**src/rtl/keypad_scan_pkg.sv**
```systemverilog
// Shared key-code definitions for the keypad scanner.
// Codes are KEY_W bits plus an MSB that marks "no key / rejected frame".
// Also holds the saturating counter helper used by the frame accumulator.
package keypad_scan_pkg;

    localparam int KEY_W  = 4;
    localparam int CODE_W = KEY_W + 1;
    localparam logic [CODE_W-1:0] CODE_NONE = {1'b1, {KEY_W{1'b0}}};

    // Adds two hit counts and saturates at 2 ("two or more keys").
    function automatic logic [1:0] sat2_add(input logic [1:0] a, input logic [1:0] b);
        logic [2:0] s;
        s = {1'b0, a} + {1'b0, b};
        return (s > 3'd2) ? 2'd2 : s[1:0];
    endfunction

endpackage

```
**src/rtl/keypad_scan_ring_cnt.sv**
```systemverilog
// Rotating one-hot/one-cold ring: one position advances per CE.
// Latency: output follows the register, updated on the CE edge.
// No backpressure; CE=0 simply freezes the ring.
module keypad_scan_ring_cnt #(
    parameter int BITS_NUM  = 4,
    parameter bit ACT_STATE = 1'b0
) (
    input  logic                CLK,
    input  logic                CLR,
    input  logic                CE,
    output logic [BITS_NUM-1:0] Q
);

    logic [BITS_NUM-1:0] onehot;

    always_ff @(posedge CLK) begin
        if (CLR) begin
            onehot <= BITS_NUM'(1);
        end else if (CE) begin
            onehot <= (onehot << 1) | (onehot >> (BITS_NUM - 1));
        end
    end

    assign Q = ACT_STATE ? onehot : ~onehot;

endmodule

```
**src/rtl/keypad_scan.sv**
```systemverilog
// Matrix keypad scanner: zero-hot row strobe, frame debounce, one VALID per press.
// Latency: accept at the frame-end CE of the DEB_SCANS-th identical frame; VALID the cycle after.
// No backpressure: VALID is a single-cycle strobe, the consumer must take it when it fires.
module keypad_scan
    import keypad_scan_pkg::*;
#(
    parameter int ROWS        = 4,
    parameter int COLS        = 4,
    parameter int DEB_SCANS   = 4,
    parameter int SYNC_STAGES = 2
) (
    input  logic             CLK,
    input  logic             CLR,
    input  logic             CE,
    input  logic [COLS-1:0]  COL,
    output logic [ROWS-1:0]  ROW,
    output logic [KEY_W-1:0] KEY,
    output logic             VALID,
    output logic             HELD
);

    localparam int RIDX_W = (ROWS > 1) ? $clog2(ROWS) : 1;
    localparam logic [RIDX_W-1:0] LAST_ROW = RIDX_W'(ROWS - 1);
    localparam logic [3:0] DEB_MAX = 4'(DEB_SCANS);

    generate
        if (ROWS * COLS > 16) begin : g_bad_size
            $error("keypad_scan: ROWS*COLS must not exceed 16");
        end
        if (DEB_SCANS < 1 || DEB_SCANS > 15) begin : g_bad_deb
            $error("keypad_scan: DEB_SCANS must be 1..15");
        end
        if (SYNC_STAGES < 2) begin : g_bad_sync
            $error("keypad_scan: SYNC_STAGES must be at least 2");
        end
    endgenerate

    logic [COLS-1:0]   sync_q [SYNC_STAGES];
    logic [RIDX_W-1:0] row_idx;
    logic [1:0]        acc_hits;
    logic [CODE_W-1:0] acc_code;
    logic [CODE_W-1:0] prev_code;
    logic [CODE_W-1:0] deb_code;
    logic [3:0]        stable_cnt;

    logic [COLS-1:0]   col_low;
    logic [1:0]        row_hits;
    logic [1:0]        frame_hits;
    logic [CODE_W-1:0] row_code;
    logic [CODE_W-1:0] first_code;
    logic [CODE_W-1:0] frame_code;
    logic              frame_end;
    logic              same_code;
    logic              reached;
    logic              accept;

    keypad_scan_ring_cnt #(
        .BITS_NUM  (ROWS),
        .ACT_STATE (1'b0)
    ) u_ring (
        .CLK (CLK),
        .CLR (CLR),
        .CE  (CE),
        .Q   (ROW)
    );

    // Column lines idle high through the pull-ups, so the chain resets to that level.
    always_ff @(posedge CLK) begin
        if (CLR) begin
            for (int i = 0; i < SYNC_STAGES; i++) sync_q[i] <= '1;
        end else begin
            sync_q[0] <= COL;
            for (int i = 1; i < SYNC_STAGES; i++) sync_q[i] <= sync_q[i-1];
        end
    end

    // Lowest row wins by keeping the accumulated code once any hit is recorded.
    always_comb begin
        col_low  = ~sync_q[SYNC_STAGES-1];
        row_hits = 2'd0;
        row_code = CODE_NONE;
        for (int c = COLS - 1; c >= 0; c--) begin
            if (col_low[c]) row_code = CODE_W'(int'(row_idx) * COLS + c);
        end
        for (int c = 0; c < COLS; c++) begin
            if (col_low[c]) row_hits = sat2_add(row_hits, 2'd1);
        end
        frame_hits = sat2_add(acc_hits, row_hits);
        first_code = (acc_hits == 2'd0) ? row_code : acc_code;
        frame_code = (frame_hits == 2'd1) ? first_code : CODE_NONE;
    end

    assign frame_end = CE && (row_idx == LAST_ROW);

    always_ff @(posedge CLK) begin
        if (CLR) begin
            row_idx  <= '0;
            acc_hits <= 2'd0;
            acc_code <= CODE_NONE;
        end else if (CE) begin
            if (frame_end) begin
                row_idx  <= '0;
                acc_hits <= 2'd0;
                acc_code <= CODE_NONE;
            end else begin
                row_idx  <= row_idx + RIDX_W'(1);
                acc_hits <= frame_hits;
                acc_code <= first_code;
            end
        end
    end

    // Accept only on the frame where the stable run first reaches DEB_SCANS.
    always_comb begin
        same_code = (frame_code == prev_code);
        reached   = same_code ? (stable_cnt == DEB_MAX - 4'd1) : (DEB_SCANS == 1);
        accept    = frame_end && reached && (frame_code != deb_code);
    end

    always_ff @(posedge CLK) begin
        if (CLR) begin
            prev_code  <= CODE_NONE;
            deb_code   <= CODE_NONE;
            stable_cnt <= 4'd0;
            KEY        <= '0;
            HELD       <= 1'b0;
            VALID      <= 1'b0;
        end else begin
            VALID <= 1'b0;
            if (frame_end) begin
                if (same_code) begin
                    if (stable_cnt != DEB_MAX) stable_cnt <= stable_cnt + 4'd1;
                end else begin
                    stable_cnt <= 4'd1;
                    prev_code  <= frame_code;
                end
            end
            if (accept) begin
                deb_code <= frame_code;
                HELD     <= ~frame_code[CODE_W-1];
                if (!frame_code[CODE_W-1]) begin
                    KEY   <= frame_code[KEY_W-1:0];
                    VALID <= 1'b1;
                end
            end
        end
    end

endmodule

```
**config.mk**
```make
export PLATFORM = sky130hd
export DESIGN_NAME = keypad_scan
export DESIGN_NICKNAME = d
export VERILOG_FILES = /design/src/rtl/keypad_scan_pkg.sv /design/src/rtl/keypad_scan_ring_cnt.sv /design/src/rtl/keypad_scan.sv
export SDC_FILE = /design/constraint.sdc
export NUM_CORES = 1
export LEC_CHECK = 0
export CORE_ASPECT_RATIO = 1.75
export CORE_MARGIN = 2
export CORE_UTILIZATION = 40
export DETAILED_ROUTE_END_ITERATION = 10
export PLACE_DENSITY = 0.72
export SKIP_LAST_GASP = 1
export SLEW_MARGIN = 20
export SYNTH_ARGS = -nofsm -noshare
export SYNTH_HDL_FRONTEND = slang
export SYNTH_HIERARCHICAL = 1
export SYNTH_SLANG_ARGS = --single-unit
```
**constraint.sdc**
```tcl
create_clock -name CLK -period 3.6 [get_ports CLK]
set_clock_uncertainty 0.2 [all_clocks]
set_input_delay 0.36 -clock CLK [delete_from_list [all_inputs] [get_ports CLK]]
set_output_delay 0.36 -clock CLK [all_outputs]
set_load 0.01 [all_outputs]
```
## Yosys cells after proc, flatten, opt, wreduce, memory -nomap -nowiden

Memories as Yosys holds them, arrays and structs flattened.
Index checks and enable logic that the tools add are counted.

| storage, ports and cells | value |
|---|---|
| bits in writable memories | 8 |
| output and inout port bits | 10 |
| register bits | 33 |
| word-level logic and storage cells | 73 |
| memories kept | 1 |

| cells by class | value |
|---|---|
| multiplexer cells | 26 |
| order comparisons | 4 |
| eq/ne operators | 7 |
| reductions and logical operators | 8 |
| bitwise operators | 8 |
| $add $sub $neg | 9 |

Memories:

| memory | depth | width | read ports | clocked after Yosys merged registers in | wr ports | line | source |
|---|---|---|---|---|---|---|---|
| sync_q | 2 | 4 | 2 | 0 | 2 | keypad_scan.sv:38 | `logic [COLS-1:0] sync_q [SYNC_STAGES];` |

Operator list:

| cell | number |
|---|---|
| $mux W5 | 7 |
| $mux W2 | 9 |
| $mux W4 | 4 |
| $gt A3 B2 Y1 const B | 4 |
| $add A4 B2 Y5 const B | 2 |
| $add A2 B1 Y3 const B | 3 |
| $not A4 Y4 | 2 |
| $mux W1 | 6 |
| $reduce_and A2 Y1 | 3 |
| $add A4 B1 Y5 const B | 1 |
| $eq A5 B5 Y1 | 1 |
| $ne A5 B5 Y1 | 1 |
| $add A4 B1 Y4 const B | 1 |
| $eq A4 B2 Y1 const B | 1 |
| $ne A4 B3 Y1 const B | 1 |
| $or A4 B1 Y4 | 1 |
| $add A2 B2 Y3 | 1 |
| $logic_and A1 B1 Y1 | 3 |
| $not A1 Y1 | 3 |
| $add A2 B1 Y2 const B | 1 |
| $eq A2 B1 Y1 const B | 1 |
| $eq A2 B2 Y1 const B | 1 |
| $logic_not A2 Y1 | 1 |
| $ne A2 B1 Y1 const B | 1 |
| 2 further kinds | 3 |

## Depth between registers and ports, before layout

Gate-level depths: netlist of the first run.
An unclocked memory read counts as a cell.

| depth | value |
|---|---|
| depth after elaboration | 26 |
| gate-level depth with buffers | 17 |

## Cells and area by module

Netlist of the first run, hierarchy kept.

Modules (own cells, without submodules):

| module | area an instance (sq um) | sequential area each (sq um) | times used | cells an instance |
|---|---|---|---|---|
| keypad_scan | 2,018.2 | 740.7 | 1 | 233 |
| keypad_scan_ring_cnt | 162.7 | 80.1 | 1 | 18 |

## Worst setup path before layout of the first run

No wires, ideal clock.

| timing path | value |
|---|---|
| path type | register -> register |
| from | memory sync_q[1][0], in the netlist sync_q[0][4] |
| to | register deb_code[1] |
| library setup time | 87 ps |
| path slack | -67 ps |
| clock period less this slack | 3,667 ps |
| buffers on the path | 1 |
| arrival | 3,380 ps |
| stages on the path, launching flop included | 17 |
| cells stage by stage | dfxtp_1 inv_1 ha_1 nor2_1 a211oi_1 a21oi_1 ha_1 inv_1 fa_1 and3_1 buf_4 o211a_2 xnor2_1 a211oi_1 o2111ai_1 or3_1 o31ai_1 |

RTL lines:

| item | line | source |
|---|---|---|
| start, declared | keypad_scan.sv:38 |  |
| end signal, assigned | keypad_scan.sv:139 | `deb_code <= frame_code;` |
| end, declared | keypad_scan.sv:43 | `logic [CODE_W-1:0] deb_code;` |

==> results of run 1 <==
[cell type report]
| cell class | instances | area (um2) |
|---|---|---|
| well taps | 55 | 68.8 |
| fillers | 472 | 2470 |
| multi-input cells | 187 | 1420 |
| flip-flops and latches | 41 | 828 |
| clock inverters | 3 | 21.3 |
| repair buffers | 37 | 325 |
| inverters | 12 | 45.0 |
| clock buffers | 5 | 68.8 |
[layer usage]
metal / global-route usage, % / up-vias
li1: - / 969
met1: 18.7 / 971
met2: 34.3 / 61
met3: 2.94 / 15
met4: 14.0 / 0
met5: 0 / -
[power groups by stage]
stage | clock [mW] | sequential [mW] | combinational [mW]
6_report | 0.306 | 0.482 | 0.322
3_3_place_gp | 0 | 0.492 | 0.232
3_5_place_dp | 0 | 0.493 | 0.234
4_1_cts | 0.317 | 0.483 | 0.260
5_1_grt | 0.332 | 0.484 | 0.345
2_1_floorplan | 0 | 0.487 | 0.164
[sequential cells by signal (all words and copies together), names as in the netlist]
signal and cells:
row_idx 2, acc_code 5, KEY 4, u_ring/onehot 4, prev_code 5, sync_q 8
VALID 1, stable_cnt 4, deb_code 5, HELD 1, acc_hits 2
[synth_stat cells, types with 7 or more instances]
master   number  area, um2
a31oi_1       7       43.8
mux2i_1      10        100
nand2_1      19       71.3
a21oi_1      12       60.1
ha_1          7       87.6
o21ai_0      14       70.1
inv_1        12       45.0
or3_1         7       43.8
or2_2         8       50.1
nor3_1        9       45.0
nor2_1       23       86.3
dfxtp_1      41        821
[worst max-delay path: stages (launching register included)]
cell and delay [ns]:
dfxtp_4 0.39, inv_2 0.06, ha_4 0.23, nor2_4 0.12
a211oi_2 0.08, a21oi_1 0.15, ha_2 0.19, inv_2 0.04
fa_1 0.55, and3_4 0.21, o211a_4 0.16, xnor2_2 0.07
a211oi_2 0.35, buf_4 0.19, o211a_4 0.21, a31oi_1 0.11
a211oi_2 0.24
[cell usage in the layout, fill, tap and decap left out, types with 8 or more instances in the layout]
master / netlist / layout
dfxtp_1: 41 / 39
nor2_1: 23 / 22
buf_4: 2 / 19
nand2_1: 19 / 18
clkdlybuf4s50_1: 0 / 16
a21oi_1: 12 / 12
mux2i_1: 10 / 10
inv_1: 12 / 9
nor3_1: 9 / 8
or2_2: 8 / 8
[cells by family after synthesis]
kind of cell	Yosys count	synth area share [%]
buf+inv	23	4.76
compound gates	67	22.7
simple gates	99	24.2
fa+ha+maj	8	4.93
xor+xnor	3	1.21
mux	10	4.59
flops	41	37.6
[through the flow]
stage                     instance area, um2  hold slack, ns  instances  power, mW  setup TNS (ns)
after global routing                    2780           0.233        340       1.16           -2.08
after CTS                               2620           0.214        336       1.06               0
after global placement                  2460           0.195        325      0.725               0
after floorplan                         2190           0.189        251      0.651               0
after detailed placement                2460           0.193        325      0.727          -0.502
final                                   2780           0.212        340       1.11         -0.0254
[how the worst max path moves through the flow]
stage	cells past startpoint	slack, ns	endpoint	from
after detailed placement	16	-0.09	deb_code[1]$_SDFFE_PP0P_	sync_q[0][5]$_SDFF_PP1_
after floorplan	16	0.03	deb_code[1]$_SDFFE_PP0P_	sync_q[0][4]$_SDFF_PP1_
after CTS	16	0.0002	KEY[2]$_SDFFE_PP0P_	sync_q[0][5]$_SDFF_PP1_
final	16	-0.02	KEY[2]$_SDFFE_PP0P_	sync_q[0][5]$_SDFF_PP1_
after global placement	16	0.03	KEY[0]$_SDFFE_PP0P_	sync_q[0][5]$_SDFF_PP1_
after global routing	15	-0.20	KEY[1]$_SDFFE_PP0P_	sync_q[0][4]$_SDFF_PP1_
[what timing repair did]
action                     CTS  global route
setup endpoints to repair   14            16
pin swaps                    7            20
gates resized for setup     11            34
buffers inserted             3             5
==> results_dict.tcl, run 1 <==
set metrics [dict create \
    ys_async_sr_fraction_pct 0 \
    violations "setup timing" \
    ys_seq_area_share_pct 37.6 \
    finalWeightedCongestion 0.887 \
    r2r-end "KEY[2]$_SDFFE_PP0P_" \
    pwr-share-clk_pct 27.5 \
    max_slew.worst_pin.slew_ns 0.933 \
    pwr-share-seq_pct 43.5 \
    drt-met1-wl_mm 1.93 \
    path_class "reg -> reg" \
    dp_hpwl_mm 4.00 \
    clock_latency_ns 0.29 \
    p_int_mw 0.753 \
    cts-root-buf "clkbuf_8" \
    gr-usage-all-layers_pct 19.1 \
    initial_utilization_pct 41.5 \
    status "finished with violations" \
    netlist-cell-type-count 55 \
    drv_slew 0 \
    final.period_utilization_pct 101 \
    ctsLongestPathBuffers 2 \
    synth_area_mm2 0.00218 \
    h-tree-depth 2 \
    synth_flop_cell "dfxtp_1" \
    cts_tree "built" \
    p_per_area_mw_per_mm2 399 \
    critPathRequiredTime_ns 3.62 \
    grt_max_degree 39 \
    postCtsHoldBufs 0 \
    cts_sinks 41 \
    fin_ws_ns -0.0244 \
    slew_headroom_pct 37.3 \
    min_from "sync_q[0][3]$_SDFF_PP1_" \
    die-area_mm2 0.00608 \
    totalWireLength_mm 5.68 \
    syn_avg_cell_area_um2 8.69 \
    dp_slack_ns -0.0884 \
    grt_pass1_vias 1916 \
    overflow 0 \
    path_clk_slew_ns 0.08 \
    fin_crit_ns 3.62 \
    met3WireLength_um 168 \
    grt_pass1_wl_mm 8.74 \
    fp-row-count 35 \
    timing.max_cap.violations 0 \
    synth_nets 266 \
    final_core_util_pct 52.9 \
    clock.fmax_ghz 0.276 \
    met2_length_mm 3.35 \
    ys_warn_count 6 \
    drive_gt1_share_pct 26.3 \
    drc 0 \
    drt-initial-drc-count 61 \
    wl_per_cell_um 16.7 \
    first_pass_iters 4 \
    worstPathMaxFanout 7 \
    reg2reg_slack_ns -0.02 \
    p_leak_nw 1.01 \
    syn2layout_area_growth_pct 27.5 \
    antenna_found_initial 0 \
    ir_worst_vdd_uv 371 \
    highest-signal-layer "met4" \
    die_w_um 59.8 \
    ant_nets 0 \
    end_kind "flop" \
    cts_buffers 5 \
    reg2reg_depth 16 \
    synth_seq_cells 41 \
    syn_inst 251 \
    p_comb_share_pct 29.0 \
    synth_edf_count 0 \
    core_area_mm2 0.00526 \
    whs_endpoint "sync_q[0][7]$_SDFF_PP1_" \
    ios 17 \
    avgViaCountPerCell 5.93 \
    vias 2016 \
    rsz0062_at_grt "yes" \
    numPortBuffers 16 \
    min_path_cells 1 \
    rr_startpoint "sync_q[0][5]$_SDFF_PP1_" \
    worst_setup_path_start_kind "flop" \
    die_h_um 102 \
    setup_viol 3 \
    switching_share_pct 32.1 \
    final_nets 299 \
    hold_viol 0 \
    arrival_ns 3.64 \
    min_path_type "reg -> reg" \
    antenna_cells 0 \
    p_switching_mw 0.356 \
]
No activity file was read; power rests on OpenSTA's default activity.
==> inputs of run 2 (changes only) <==
- CELL_PAD_IN_SITES_DETAIL_PLACEMENT: unset -> 0
- CELL_PAD_IN_SITES_GLOBAL_PLACEMENT: unset -> 1
- GPL_TIMING_DRIVEN: unset -> 0
- PLACE_DENSITY: 0.72 -> 0.88
- SKIP_LAST_GASP: 1 -> unset
==> results_dict.tcl, run 2 (same netlist as run 1, synthesis figures left out) <==
set metrics [dict create \
    status "finished with violations" \
    violations "setup timing" \
    min_path_cells 2 \
    avgViaCountPerCell 5.95 \
    grt_pass1_wl_mm 9.34 \
    multi_input_area_mm2 0.00143 \
    h-tree-depth 2 \
    antenna_found_initial 0 \
    crit_top_cell "a21oi_1" \
    cts-root-buf "clkbuf_8" \
    dpl.cell_count 321 \
    drv_slew 0 \
    ant_nets 0 \
    totalWireLength_mm 5.83 \
    grt_use_met2_pct 36.4 \
    vias 2029 \
    initial_utilization_pct 41.5 \
    final.period_utilization_pct 101 \
    numPortBuffers 15 \
    timing.max_cap.violations 0 \
    fin_cells 341 \
    die_w_um 59.8 \
    rsz0062_at_grt "yes" \
    mostFrequentLayoutCell "dfxtp_1" \
    path_class "reg -> reg" \
    ctsLongestPathBuffers 2 \
    fp-row-count 35 \
    clock_latency_ns 0.30 \
    min_path_type "in -> reg" \
    grt_max_degree 14 \
    p_per_area_mw_per_mm2 441 \
    cts_buffers 5 \
    clock.fmax_ghz 0.274 \
    worst_setup_path_start_kind "flop" \
    setup_viol 4 \
    overflow 0 \
    end_kind "flop" \
    met1_usage_pct 21.0 \
    cpPeakStageDelay_ns 0.46 \
    cts_tree "built" \
    die-area_mm2 0.00608 \
    arrival_ns 3.67 \
    hold_viol 0 \
    final_cell_mix "dfxtp_1, nor2_1, nand2_1" \
    max_slew.worst_pin.slew_ns 0.799 \
    crit_path_cell_trace "inv_4 -> ha_4 -> nor2_4 -> a211oi_2 -> a21oi_1 -> ha_2 -> inv_2 -> fa_1 -> and3_4 -> buf_4 -> nor3_1 -> a21oi_1 -> o21ai_1 -> o2111ai_4 -> or3_4 -> o31ai_4" \
    seqCellArea_um2 828 \
    critPathRequiredTime_ns 3.62 \
    drc 0 \
    die_h_um 102 \
    finalWeightedCongestion 0.887 \
    first_pass_iters 6 \
    largest_reg_flops 8 \
    drive_gt1_share_pct 23.4 \
    ios 17 \
    crit_family "compound AO/OA/AOI/OAI gates" \
    ir_worst_vdd_uv 283 \
    worstPathMaxFanout 6 \
    gr-usage-all-layers_pct 20.0 \
    antenna_cells 0 \
    grt-busiest-layer "met2" \
    final_nets 300 \
    fin_ws_ns -0.0521 \
    dp_hpwl_mm 3.95 \
    slew_headroom_pct 46.3 \
    cp_slowest_cell "or3_4" \
    final_core_util_pct 53.8 \
    cts_sinks 41 \
    crit_buf_inv 3 \
    p_leak_nw 1.04 \
    path_clk_slew_ns 0.08 \
    wl_per_cell_um 17.1 \
    max_flop_register "sync_q" \
    core_area_mm2 0.00526 \
    fin_crit_ns 3.65 \
    dp_slack_ns -0.465 \
    syn2layout_area_growth_pct 29.7 \
    path_depth 16 \
    nFillCells 483 \
    use_met3_pct 3.45 \
    grt_pass1_vias 1977 \
    reg2reg_depth 16 \
    drt-initial-drc-count 49 \
]
==> run 2: layout make-up <==
type / instances / area share (%)
multi-input combinational: 187 / 50.4
sequential: 41 / 29.3
clock inverter: 3 / 2.30
buffer: 10 / 2.17
timing repair buffer: 28 / 9.20
tap: 55 / 2.43
clock buffer: 5 / 2.43
inverter: 12 / 1.77
==> run 2: worst paths after layout <==
kind	startpoint	endpoint	slack (ns)
worst max register to register	sync_q[0][5]$_SDFF_PP1_	deb_code[1]$_SDFFE_PP0P_	-0.05
worst min-delay path	CE	u_ring/onehot[0]$_SDFFE_PP1P_	0.12
worst min register to register	sync_q[0][1]$_SDFF_PP1_	sync_q[0][5]$_SDFF_PP1_	0.21
worst max-delay path	sync_q[0][5]$_SDFF_PP1_	deb_code[1]$_SDFFE_PP0P_	-0.05
==> run 2: stage by stage <==
stage	cell area, um2	hold slack [ns]	setup TNS, ns	power (mW)
final	2830	0.116	-0.0837	1.25
after detailed placement	2400	0.198	-5.41	0.712
after floorplan	2190	0.189	0	0.651
after global placement	2400	0.196	-4.15	0.710
after CTS	2660	0.113	0	1.17
after global routing	2830	0.117	-2.19	1.30
==> run 2: worst reg2reg max path, cell delays in order, from the launching register on <==
cell	delay [ns]
dfxtp_4	0.39
inv_4	0.05
ha_4	0.28
nor2_4	0.03
a211oi_2	0.21
a21oi_1	0.08
ha_2	0.19
inv_2	0.05
fa_1	0.44
and3_4	0.23
buf_4	0.15
nor3_1	0.15
a21oi_1	0.06
o21ai_1	0.28
o2111ai_4	0.27
or3_4	0.47
o31ai_4	0.06
==> run 2: what timing repair did <==
item                       in CTS  in global routing
gates resized for setup        21                 25
setup endpoints to repair      17                 16
buffers inserted                6                  7
hold buffers                    0                  0
pin swaps                       7                 17
cloned                          0                  0
==> run 2: per-layer routing <==
| metal | wire, um | up-vias |
|---|---|---|
| met4 | 281 | 0 |
| met5 | 0 | - |
| met2 | 3260 | 48 |
| met1 | 2110 | 982 |
| met3 | 177 | 22 |
| li1 | - | 977 |
==> run 2: power breakdown <==
| group | internal, mW | switching, mW |
|---|---|---|
| Sequential | 0.466 | 0.0148 |
| Combinational | 0.148 | 0.175 |
| Clock | 0.275 | 0.167 |
